## src/rtl/match_controller_if.sv

```systemverilog
// rtl/match_controller_if.sv - Signal bundle between the match controller and the ball engine / inputs.
interface match_controller_if;
  logic       start;
  logic       pause;
  logic       frame_tick;
  logic       miss_a;
  logic       miss_b;
  logic       ball_enable;
  logic       serve;
  logic       serve_dir;
  logic [3:0] score_a;
  logic [3:0] score_b;
  logic [2:0] state;
  logic       winner;

  modport master (
    input  start, pause, frame_tick, miss_a, miss_b,
    output ball_enable, serve, serve_dir, score_a, score_b, state, winner
  );

  modport slave (
    output start, pause, frame_tick, miss_a, miss_b,
    input  ball_enable, serve, serve_dir, score_a, score_b, state, winner
  );
endinterface

```

## src/rtl/match_controller.sv

```systemverilog
// rtl/match_controller.sv - Pong match FSM: serve timing, scoring, game over.
// Optional pause support is compiled in when PAUSE_EN is defined.
module match_controller #(
  parameter int WIN_SCORE    = 11,
  parameter int SERVE_FRAMES = 120
) (
  input  logic               i_vga_clock,
  input  logic               i_reset,
  match_controller_if.master io_bus
);

  typedef enum logic [2:0] {
    ST_IDLE       = 3'd0,
    ST_SERVE_WAIT = 3'd1,
    ST_PLAY       = 3'd2,
    ST_POINT      = 3'd3,
    ST_GAME_OVER  = 3'd4
  } state_t;

  localparam logic [3:0] LP_WIN  = 4'(WIN_SCORE);
  localparam logic [7:0] LP_LAST = 8'(SERVE_FRAMES - 1);

  state_t     r_state;
  logic [3:0] r_score_a;
  logic [3:0] r_score_b;
  logic [7:0] r_frame_cnt;
  logic       r_serve;
  logic       r_serve_dir;
  logic       r_winner;
  logic       r_start_d;

  state_t     w_state_nxt;
  logic [3:0] w_score_a_nxt;
  logic [3:0] w_score_b_nxt;
  logic [7:0] w_frame_cnt_nxt;
  logic       w_serve_nxt;
  logic       w_serve_dir_nxt;
  logic       w_winner_nxt;
  logic       w_start_rise;
  logic       w_paused;

  assign w_start_rise = io_bus.start & ~r_start_d;

`ifdef PAUSE_EN
  logic r_pause_d;
  logic r_paused;
  logic w_paused_nxt;

  always_comb begin
    w_paused_nxt = r_paused;
    if (r_state == ST_PLAY && io_bus.pause && !r_pause_d) begin
      w_paused_nxt = ~r_paused;
    end
    // The flag only has meaning inside a rally; drop it whenever PLAY is left.
    if (w_state_nxt != ST_PLAY) begin
      w_paused_nxt = 1'b0;
    end
  end

  always_ff @(posedge i_vga_clock) begin
    if (i_reset) begin
      r_pause_d <= io_bus.pause;
      r_paused  <= 1'b0;
    end else begin
      r_pause_d <= io_bus.pause;
      r_paused  <= w_paused_nxt;
    end
  end

  assign w_paused = r_paused;
`else
  logic w_pause_unused;
  assign w_pause_unused = io_bus.pause;
  assign w_paused       = 1'b0;
`endif

  always_ff @(posedge i_vga_clock) begin
    if (i_reset) begin
      r_state     <= ST_IDLE;
      r_score_a   <= 4'd0;
      r_score_b   <= 4'd0;
      r_frame_cnt <= 8'd0;
      r_serve     <= 1'b0;
      r_serve_dir <= 1'b1;
      r_winner    <= 1'b0;
      r_start_d   <= io_bus.start;
    end else begin
      r_state     <= w_state_nxt;
      r_score_a   <= w_score_a_nxt;
      r_score_b   <= w_score_b_nxt;
      r_frame_cnt <= w_frame_cnt_nxt;
      r_serve     <= w_serve_nxt;
      r_serve_dir <= w_serve_dir_nxt;
      r_winner    <= w_winner_nxt;
      r_start_d   <= io_bus.start;
    end
  end

  always_comb begin
    w_state_nxt     = r_state;
    w_score_a_nxt   = r_score_a;
    w_score_b_nxt   = r_score_b;
    w_frame_cnt_nxt = r_frame_cnt;
    w_serve_nxt     = 1'b0;
    w_serve_dir_nxt = r_serve_dir;
    w_winner_nxt    = r_winner;

    case (r_state)
      ST_IDLE, ST_GAME_OVER: begin
        if (w_start_rise) begin
          w_state_nxt     = ST_SERVE_WAIT;
          w_score_a_nxt   = 4'd0;
          w_score_b_nxt   = 4'd0;
          w_serve_dir_nxt = 1'b1;
          w_frame_cnt_nxt = 8'd0;
        end
      end

      ST_SERVE_WAIT: begin
        if (io_bus.frame_tick) begin
          if (r_frame_cnt == LP_LAST) begin
            w_state_nxt = ST_PLAY;
            w_serve_nxt = 1'b1;
          end else begin
            w_frame_cnt_nxt = r_frame_cnt + 8'd1;
          end
        end
      end

      ST_PLAY: begin
        if (!w_paused) begin
          // A double miss is a let: replay without awarding anyone.
          if (io_bus.miss_a && io_bus.miss_b) begin
            w_state_nxt = ST_POINT;
          end else if (io_bus.miss_a) begin
            w_state_nxt     = ST_POINT;
            w_serve_dir_nxt = 1'b0;
            if (r_score_b < LP_WIN) begin
              w_score_b_nxt = r_score_b + 4'd1;
            end
          end else if (io_bus.miss_b) begin
            w_state_nxt     = ST_POINT;
            w_serve_dir_nxt = 1'b1;
            if (r_score_a < LP_WIN) begin
              w_score_a_nxt = r_score_a + 4'd1;
            end
          end
        end
      end

      ST_POINT: begin
        if (r_score_a == LP_WIN) begin
          w_state_nxt  = ST_GAME_OVER;
          w_winner_nxt = 1'b0;
        end else if (r_score_b == LP_WIN) begin
          w_state_nxt  = ST_GAME_OVER;
          w_winner_nxt = 1'b1;
        end else begin
          w_state_nxt     = ST_SERVE_WAIT;
          w_frame_cnt_nxt = 8'd0;
        end
      end

      default: begin
        w_state_nxt = ST_IDLE;
      end
    endcase
  end

  assign io_bus.ball_enable = (r_state == ST_PLAY) && !w_paused;
  assign io_bus.serve       = r_serve;
  assign io_bus.serve_dir   = r_serve_dir;
  assign io_bus.score_a     = r_score_a;
  assign io_bus.score_b     = r_score_b;
  assign io_bus.state       = r_state;
  assign io_bus.winner      = r_winner;

endmodule

```

## src/flat_wrapper.sv

```systemverilog
// flat-port wrapper written by rule: the top's interface ports become plain ports
module match_controller_flat 
#(
  parameter int WIN_SCORE    = 11,
  parameter int SERVE_FRAMES = 120
)
  (i_vga_clock, i_reset, io_bus_start, io_bus_pause, io_bus_frame_tick, io_bus_miss_a, io_bus_miss_b, io_bus_ball_enable, io_bus_serve, io_bus_serve_dir, io_bus_score_a, io_bus_score_b, io_bus_state, io_bus_winner);
  match_controller_if io_bus_i ();
  input  logic i_vga_clock;
  input  logic i_reset;
  input wire logic [$bits(io_bus_i.start)-1:0] io_bus_start;
  input wire logic [$bits(io_bus_i.pause)-1:0] io_bus_pause;
  input wire logic [$bits(io_bus_i.frame_tick)-1:0] io_bus_frame_tick;
  input wire logic [$bits(io_bus_i.miss_a)-1:0] io_bus_miss_a;
  input wire logic [$bits(io_bus_i.miss_b)-1:0] io_bus_miss_b;
  output wire logic [$bits(io_bus_i.ball_enable)-1:0] io_bus_ball_enable;
  output wire logic [$bits(io_bus_i.serve)-1:0] io_bus_serve;
  output wire logic [$bits(io_bus_i.serve_dir)-1:0] io_bus_serve_dir;
  output wire logic [$bits(io_bus_i.score_a)-1:0] io_bus_score_a;
  output wire logic [$bits(io_bus_i.score_b)-1:0] io_bus_score_b;
  output wire logic [$bits(io_bus_i.state)-1:0] io_bus_state;
  output wire logic [$bits(io_bus_i.winner)-1:0] io_bus_winner;
  assign io_bus_i.start = io_bus_start;
  assign io_bus_i.pause = io_bus_pause;
  assign io_bus_i.frame_tick = io_bus_frame_tick;
  assign io_bus_i.miss_a = io_bus_miss_a;
  assign io_bus_i.miss_b = io_bus_miss_b;
  assign io_bus_ball_enable = io_bus_i.ball_enable;
  assign io_bus_serve = io_bus_i.serve;
  assign io_bus_serve_dir = io_bus_i.serve_dir;
  assign io_bus_score_a = io_bus_i.score_a;
  assign io_bus_score_b = io_bus_i.score_b;
  assign io_bus_state = io_bus_i.state;
  assign io_bus_winner = io_bus_i.winner;
  match_controller #(.WIN_SCORE(WIN_SCORE), .SERVE_FRAMES(SERVE_FRAMES)) u_core (.i_vga_clock(i_vga_clock), .i_reset(i_reset), .io_bus(io_bus_i));
endmodule
```

## config.mk

```make
export PLATFORM = sky130hd
export DESIGN_NAME = match_controller_flat
export DESIGN_NICKNAME = d
export VERILOG_FILES = /design/src/rtl/match_controller_if.sv /design/src/rtl/match_controller.sv /design/src/flat_wrapper.sv
export SDC_FILE = /design/constraint.sdc
export NUM_CORES = 1
export LEC_CHECK = 0
export BUFFER_PORTS_ARGS = -buffer_cell sky130_fd_sc_hd__buf_2
export CORE_MARGIN = 4
export CORE_UTILIZATION = 46
export CTS_CLUSTER_DIAMETER = 30
export DETAILED_ROUTE_END_ITERATION = 7
export GPL_TIMING_DRIVEN = 1
export PLACE_DENSITY = 0.67
export SLEW_MARGIN = 10
export SYNTH_ARGS = -nofsm -noshare
export SYNTH_HDL_FRONTEND = slang
export SYNTH_SLANG_ARGS = --single-unit
```

## constraint.sdc

```tcl
create_clock -name i_vga_clock -period 2.01 [get_ports i_vga_clock]
set_input_delay 0.1005 -clock i_vga_clock [delete_from_list [all_inputs] [get_ports i_vga_clock]]
set_output_delay 0.1005 -clock i_vga_clock [all_outputs]
set_load 0.1 [all_outputs]
```

Word level (Yosys, flattened, before mapping)
Index checks and enable logic that the tools add are counted.
{"block": "classes", "addsub": 3, "magnitude_cmp": 2, "eq_ne": 21, "muxes": 33, "bitwise": 4, "reduce_logical": 13}
{"operator": "8-bit 2-to-1 mux", "n": 5}
{"operator": "4-bit 2-to-1 mux", "n": 8}
{"operator": "3-bit 2-to-1 mux", "n": 8}
{"operator": "8-bit one-hot mux with 3 select lines", "n": 1}
{"operator": "2-bit inequality test (second input constant)", "n": 8}
{"operator": "4-bit one-hot mux with 2 select lines", "n": 2}
{"operator": "3-bit one-hot mux with 4 select lines", "n": 1}
{"operator": "6-bit AND reduction", "n": 2}
{"operator": "4-bit by 1-bit adder with 4-bit output (second input constant)", "n": 2}
{"operator": "8-bit by 1-bit adder with 8-bit output (second input constant)", "n": 1}
{"operator": "4-bit equality test (second input constant)", "n": 2}
{"operator": "8-bit by 7-bit equality test with 1-bit output (second input constant)", "n": 1}
{"operator": "4-bit less-than comparator (second input constant)", "n": 2}
{"operator": "2-bit by 1-bit inequality test with 1-bit output (second input constant)", "n": 4}
{"operator": "4-bit AND reduction", "n": 2}
{"operator": "1-bit 2-to-1 mux", "n": 7}
{"operator": "3-bit by 2-bit equality test with 1-bit output (second input constant)", "n": 2}
{"operator": "5-bit AND reduction", "n": 1}
{"operator": "4-bit by 3-bit inequality test with 1-bit output (second input constant)", "n": 1}
{"operator": "2-bit nonzero test", "n": 2}
{"operator": "3-bit by 1-bit equality test with 1-bit output (second input constant)", "n": 1}
{"operator": "3-bit equality test (second input constant)", "n": 1}
{"operator": "3-bit zero test", "n": 1}
{"operator": "3-bit inequality test (second input constant)", "n": 1}
{"operator": "other kinds (8)", "n": 10}
{"block": "totals", "regBits": 23, "input_bits": 7, "out_inout_bits": 15, "wordCells": 84}

Longest topological paths before layout
{"block": "depth", "word_depth": 6, "depth_mapped": 5, "mapped_depth_nobuf": 5}

Worst setup path after synthesis
OpenSTA, ideal clock, no wires.
{"block": "synth_timing", "kind": "register to register", "startpoint": "register u_core.r_state[1], in the netlist u_core.io_bus.state[1]", "endpoint": "register u_core.r_score_b[3], in the netlist u_core.io_bus.score_b[3]", "setup_time_ns": 0.116, "arrival_time_ns": 3.138, "t_required_ns": 1.894, "setup_slack_ns": -1.245, "path_stages_with_launch": 5, "path_buffers": 0, "synth_period_minus_slack_ns": 3.255, "path_cell_list": "dfxtp_1 nor3b_2 a21boi_1 nor3_1 o21a_1"}
{"block": "synth_via", "elab_cells_between_ends": 11, "classes_between": "6 x eq/ne; 1 x mux; 4 x reduce/logical"}
{"element": "start: declaration", "line": "match_controller.sv:23", "source": "state_t r_state;"}
{"element": "start signal: assignment", "line": "match_controller.sv:88", "source": "r_state <= w_state_nxt;"}
{"element": "3-bit by 2-bit equality test with 1-bit output (*)"}
{"element": "via io_bus_ball_enable", "line": "flat_wrapper.sv:16", "source": "output wire logic [$bits(io_bus_i.ball_enable)-1:0] io_bus_ball_enable;"}
{"element": "2-bit by 1-bit inequality test with 1-bit output (no source line) (tied with other cells)"}
{"element": "5-bit AND reduction (no source line)"}
{"element": "end signal: assignment", "line": "match_controller.sv:90", "source": "r_score_b <= w_score_b_nxt;"}
{"element": "end: declaration", "line": "match_controller.sv:25", "source": "logic [3:0] r_score_b;"}
The timed path passes the listed nets; every way through them passes the cells marked *.
A chain may end at the register's enable or synchronous reset.

Final worst setup path
{"block": "layout_timing", "startpoint": "register u_core.r_frame_cnt[0]", "endpoint": "register u_core.r_frame_cnt[1]"}
{"block": "layout_via", "elab_chain_len": 4, "elab_cells_between_ends": 7, "classes_between": "1 x add/sub; 2 x eq/ne; 3 x mux; 1 x reduce/logical"}
{"element": "start: declaration", "line": "match_controller.sv:26", "source": "logic [7:0] r_frame_cnt;"}
{"element": "start signal: assignment", "line": "match_controller.sv:91", "source": "r_frame_cnt <= w_frame_cnt_nxt;"}
{"element": "8-bit by 1-bit adder with 8-bit output", "line": "match_controller.sv:125", "source": "w_frame_cnt_nxt = r_frame_cnt + 8'd1;"}
{"element": "8-bit 2-to-1 mux", "line": "match_controller.sv:121", "source": "if (r_frame_cnt == LP_LAST) begin"}
{"element": "8-bit 2-to-1 mux", "line": "match_controller.sv:120", "source": "if (io_bus.frame_tick) begin"}
{"element": "8-bit one-hot mux with 3 select lines", "line": "match_controller.sv:108", "source": "case (r_state)"}
Parallel ways exist; a longest one is shown, timed or not. The select of a mux whose other input is x is not followed.

==> summary.txt <==
CTS
  • Worst-case clock buffer depth: 2
  • Clock H-tree levels: 1
  • PostCTS Resize Cnt: 0
  • Root Driver: clkbuf_4
  • CTS buffer count: 3
  • Reg clk slew, reported paths: 0.13 ns
  • Setup Buffers After CTS: 0
  • Clk sinks: 23
  • CTS tree: done
  • Worst-Skew Late Latency: 0.31 ns

Detailed routing
  • Vias per inst: 5.73
  • Routed wire length: 2690 um
  • 1st-iter DRT viols: 40
  • Routed len/inst: 13.9 um
  • Detailed Routing Iterations Pass 1: 4
  • Via count: 1106
  • ANT nets after route: 0
  • DRC errors left: 0

Power and ir drop
  • Switching Power: 0.000226 W
  • Comb pwr share: 13.2%
  • Max VDD drop: 399 uV
  • Lkg Pwr: 0.569 nW
  • Sw frac: 27.8%
  • Pwr dens: 551 nW/um^2
  • Reg power frac: 60.0%
  • Internal power: 0.000588 W
  • Clock power frac: 26.8%

Cells and area
  • Share of cells above drive strength 1: 28.2%
  • Syn-to-layout area delta: 14.3%
  • Antenna cells: 0
  • Fin nets: 174
  • Finished Layout Cells: 193

Global route
  • Initial antenna violation count: 0
  • All-Layer GR Usage: 16.2%
  • First-pass GRT wire length: 4600 um
  • GRT overflow: 0
  • Vias in the first global route: 971
  • Largest net degree at the start of global routing: 17

Floorplan
  • Die area: 3720 um^2
  • Die width: 61.0 um
  • Die height: 61.0 um
  • Starting Density: 50.4%
  • Num rows: 18
  • I/O pins: 22
  • Core ar.: 2570 um^2

STA
  • Final setup fails: 0
  • Hold Worst Slack: 0.105 ns
  • Max Transition Viols Final: 0
  • Pin slew with the least headroom to its limit: 0.490 ns
  • Slew HR: 67.6%
  • Fin. Hold Viols: 0
  • F_max: 0.588 GHz
  • Final period utilization: 84.7%
  • Unrepaired setup endpoints after global routing: no
  • Clock Skew: 0.00302 ns
  • Final critical-path required period: 1.70 ns

Synthesis
  • Largest family of logic cells by synthesized area: simple AND/OR/NAND/NOR gates
  • Mean Syn Cell Area: 9.18 um^2
  • Post-Synth Simple-Gate Area: 34.3%
  • Synthesized flop and latch total: 23
  • Xor and xnor area share after synthesis: 0.677%
  • Top FF cell, synth: dfxtp_1
  • Cell area after synthesis: 1290 um^2
  • Number of synthesized flops with an enable pin: 0
  • Synth warnings: 0
  • Synth Area in Adders: 2.90%
  • Register area share after synthesis: 35.6%
  • Compound-Gate Fraction of Synth Area: 21.2%
  • Cells after Synth: 141
  • Post-synthesis mux area share: 2.32%
  • Synth async-reset ratio: 0%
  • Yosys cell types: 47
  • Mapped Nets: 151

Job
  • Maxcap violations: 0

Worst setup path
  • CP endpoint kind: register
  • Critical Path AT: 1.91 ns
  • Crit path launch type: register
  • Crit-path max FO: 5
  • Crit path required time: 2.22 ns
  • Reg-to-reg slack, setup: 0.31 ns
  • Critical path class: register to register

Placement
  • DP HPWL: 1980 um
  • PortBufs: 20
  • Placer congestion estimate: 0.788
  • Placed instance count: 188

Worst hold path
  • Hold/Removal Path Class: input port to register

Status
  • Status: finished clean
==> cells in the final DEF, fill, tap and decap left out, drive strengths merged, types with 3 or more instances in the layout <==
master and instances:
mux2i 3, or3 3, a21oi 8, nor2 14, nand3 9, dfxtp 23, inv 3, ha 3
nor3b 5, nand2 9, nor4b 4, o21ai 14, buf 21, o22a 5, clkbuf 4, and3b 3
==> routing by layer <==
layer	vias up	track usage (%)	part of all wire (%)
li1	572	-	-
met1	515	24.7	52
met2	17	22.5	45
met3	2	2.52	2.9
met4	0	6.50	0.63
met5	-	0	0
==> cell usage after synthesis, types with 3 or more instances <==
| library cell | number | share of area, % |
|---|---|---|
| or3_1 | 3 | 1.5 |
| nand3_1 | 8 | 3.1 |
| inv_1 | 3 | 0.87 |
| o22a_1 | 5 | 3.4 |
| ha_1 | 3 | 2.9 |
| mux2i_1 | 3 | 2.3 |
| dfxtp_1 | 23 | 36 |
| nand2_1 | 9 | 2.6 |
| o21ai_0 | 13 | 5.0 |
| and3b_1 | 3 | 2.0 |
| a21oi_1 | 8 | 3.1 |
| nor2_1 | 14 | 4.1 |
==> repair_timing <==
action                                  4_1_cts  5_1_grt
hold buffers                                  1        0
endpoints found under the setup margin        0        0
hold endpoints to repair                      1        0
==> path summary, 6_finish.rpt <==
path / startpoint / to / depth (start not counted)
min reg2reg: u_core.io_bus.score_b[2] / u_core.io_bus.score_b[2] / 2
max reg2reg: u_core.r_frame_cnt[0] / u_core.r_frame_cnt[1] / 5
max: u_core.r_frame_cnt[0] / u_core.r_frame_cnt[1] / 5
min: io_bus_frame_tick / u_core.io_bus.serve / 2
==> worst max-delay path: stages, from the launching register on <==
cell and delay, ns:
dfxtp_1 0.41, ha_1 0.23, nand2_1 0.12, or4_1 0.57
o221ai_1 0.18, a22oi_1 0.10
==> through the flow <==
| stage | TNS (ns) | area, um^2 | total power [W] | setup WS (ns) | utilization (%) |
|---|---|---|---|---|---|
| floorplan | -0.667 | 1330 | 0.000577 | -0.181 | - |
| global placement | 0 | 1440 | 0.000603 | 0.347 | 56.2 |
| detailed placement | 0 | 1440 | 0.000605 | 0.334 | 56.2 |
| CTS | 0 | 1480 | 0.000822 | 0.312 | 57.6 |
| global route | 0 | 1480 | 0.000862 | 0.197 | 57.6 |
| finish | 0 | 1480 | 0.000814 | 0.308 | 57.6 |
==> area by class of cell <==
type / count / area, um^2
well taps: 30 / 37.5
clock buffers: 4 / 26.3
multi-input cells: 111 / 812
inverters: 3 / 11.3
flip-flops and latches: 23 / 474
repair buffers: 22 / 118
fillers: 240 / 1090
==> logic make-up (layout without fill, tap and decap cells) <==
family,Yosys count,in the layout
and+or+nand+nor,62,62
buffers and inverters,7,29
AOI/OAI and AO/OA,42,42
muxes,3,3
xor gates and xnor gates,1,1
DFF,23,23
adders and majority gates,3,3
==> flip-flops by register name (all words and copies together) (netlist names) <==
register,count
u_core.io_bus.score_a,4
u_core.io_bus.score_b,4
u_core.io_bus.serve,1
u_core.io_bus.serve_dir,1
u_core.io_bus.state,3
u_core.io_bus.winner,1
u_core.r_frame_cnt,8
u_core.r_start_d,1
==> power groups by stage <==
stage | registers, W | logic [W] | clock network (W)
2_1_floorplan | 0.000513 | 0.0000641 | 0
3_3_place_gp | 0.000498 | 0.000105 | 0
3_5_place_dp | 0.000499 | 0.000106 | 0
4_1_cts | 0.000489 | 0.000108 | 0.000225
5_1_grt | 0.000492 | 0.000118 | 0.000253
6_report | 0.000489 | 0.000107 | 0.000218
Power figures use the tool's default switching activity.
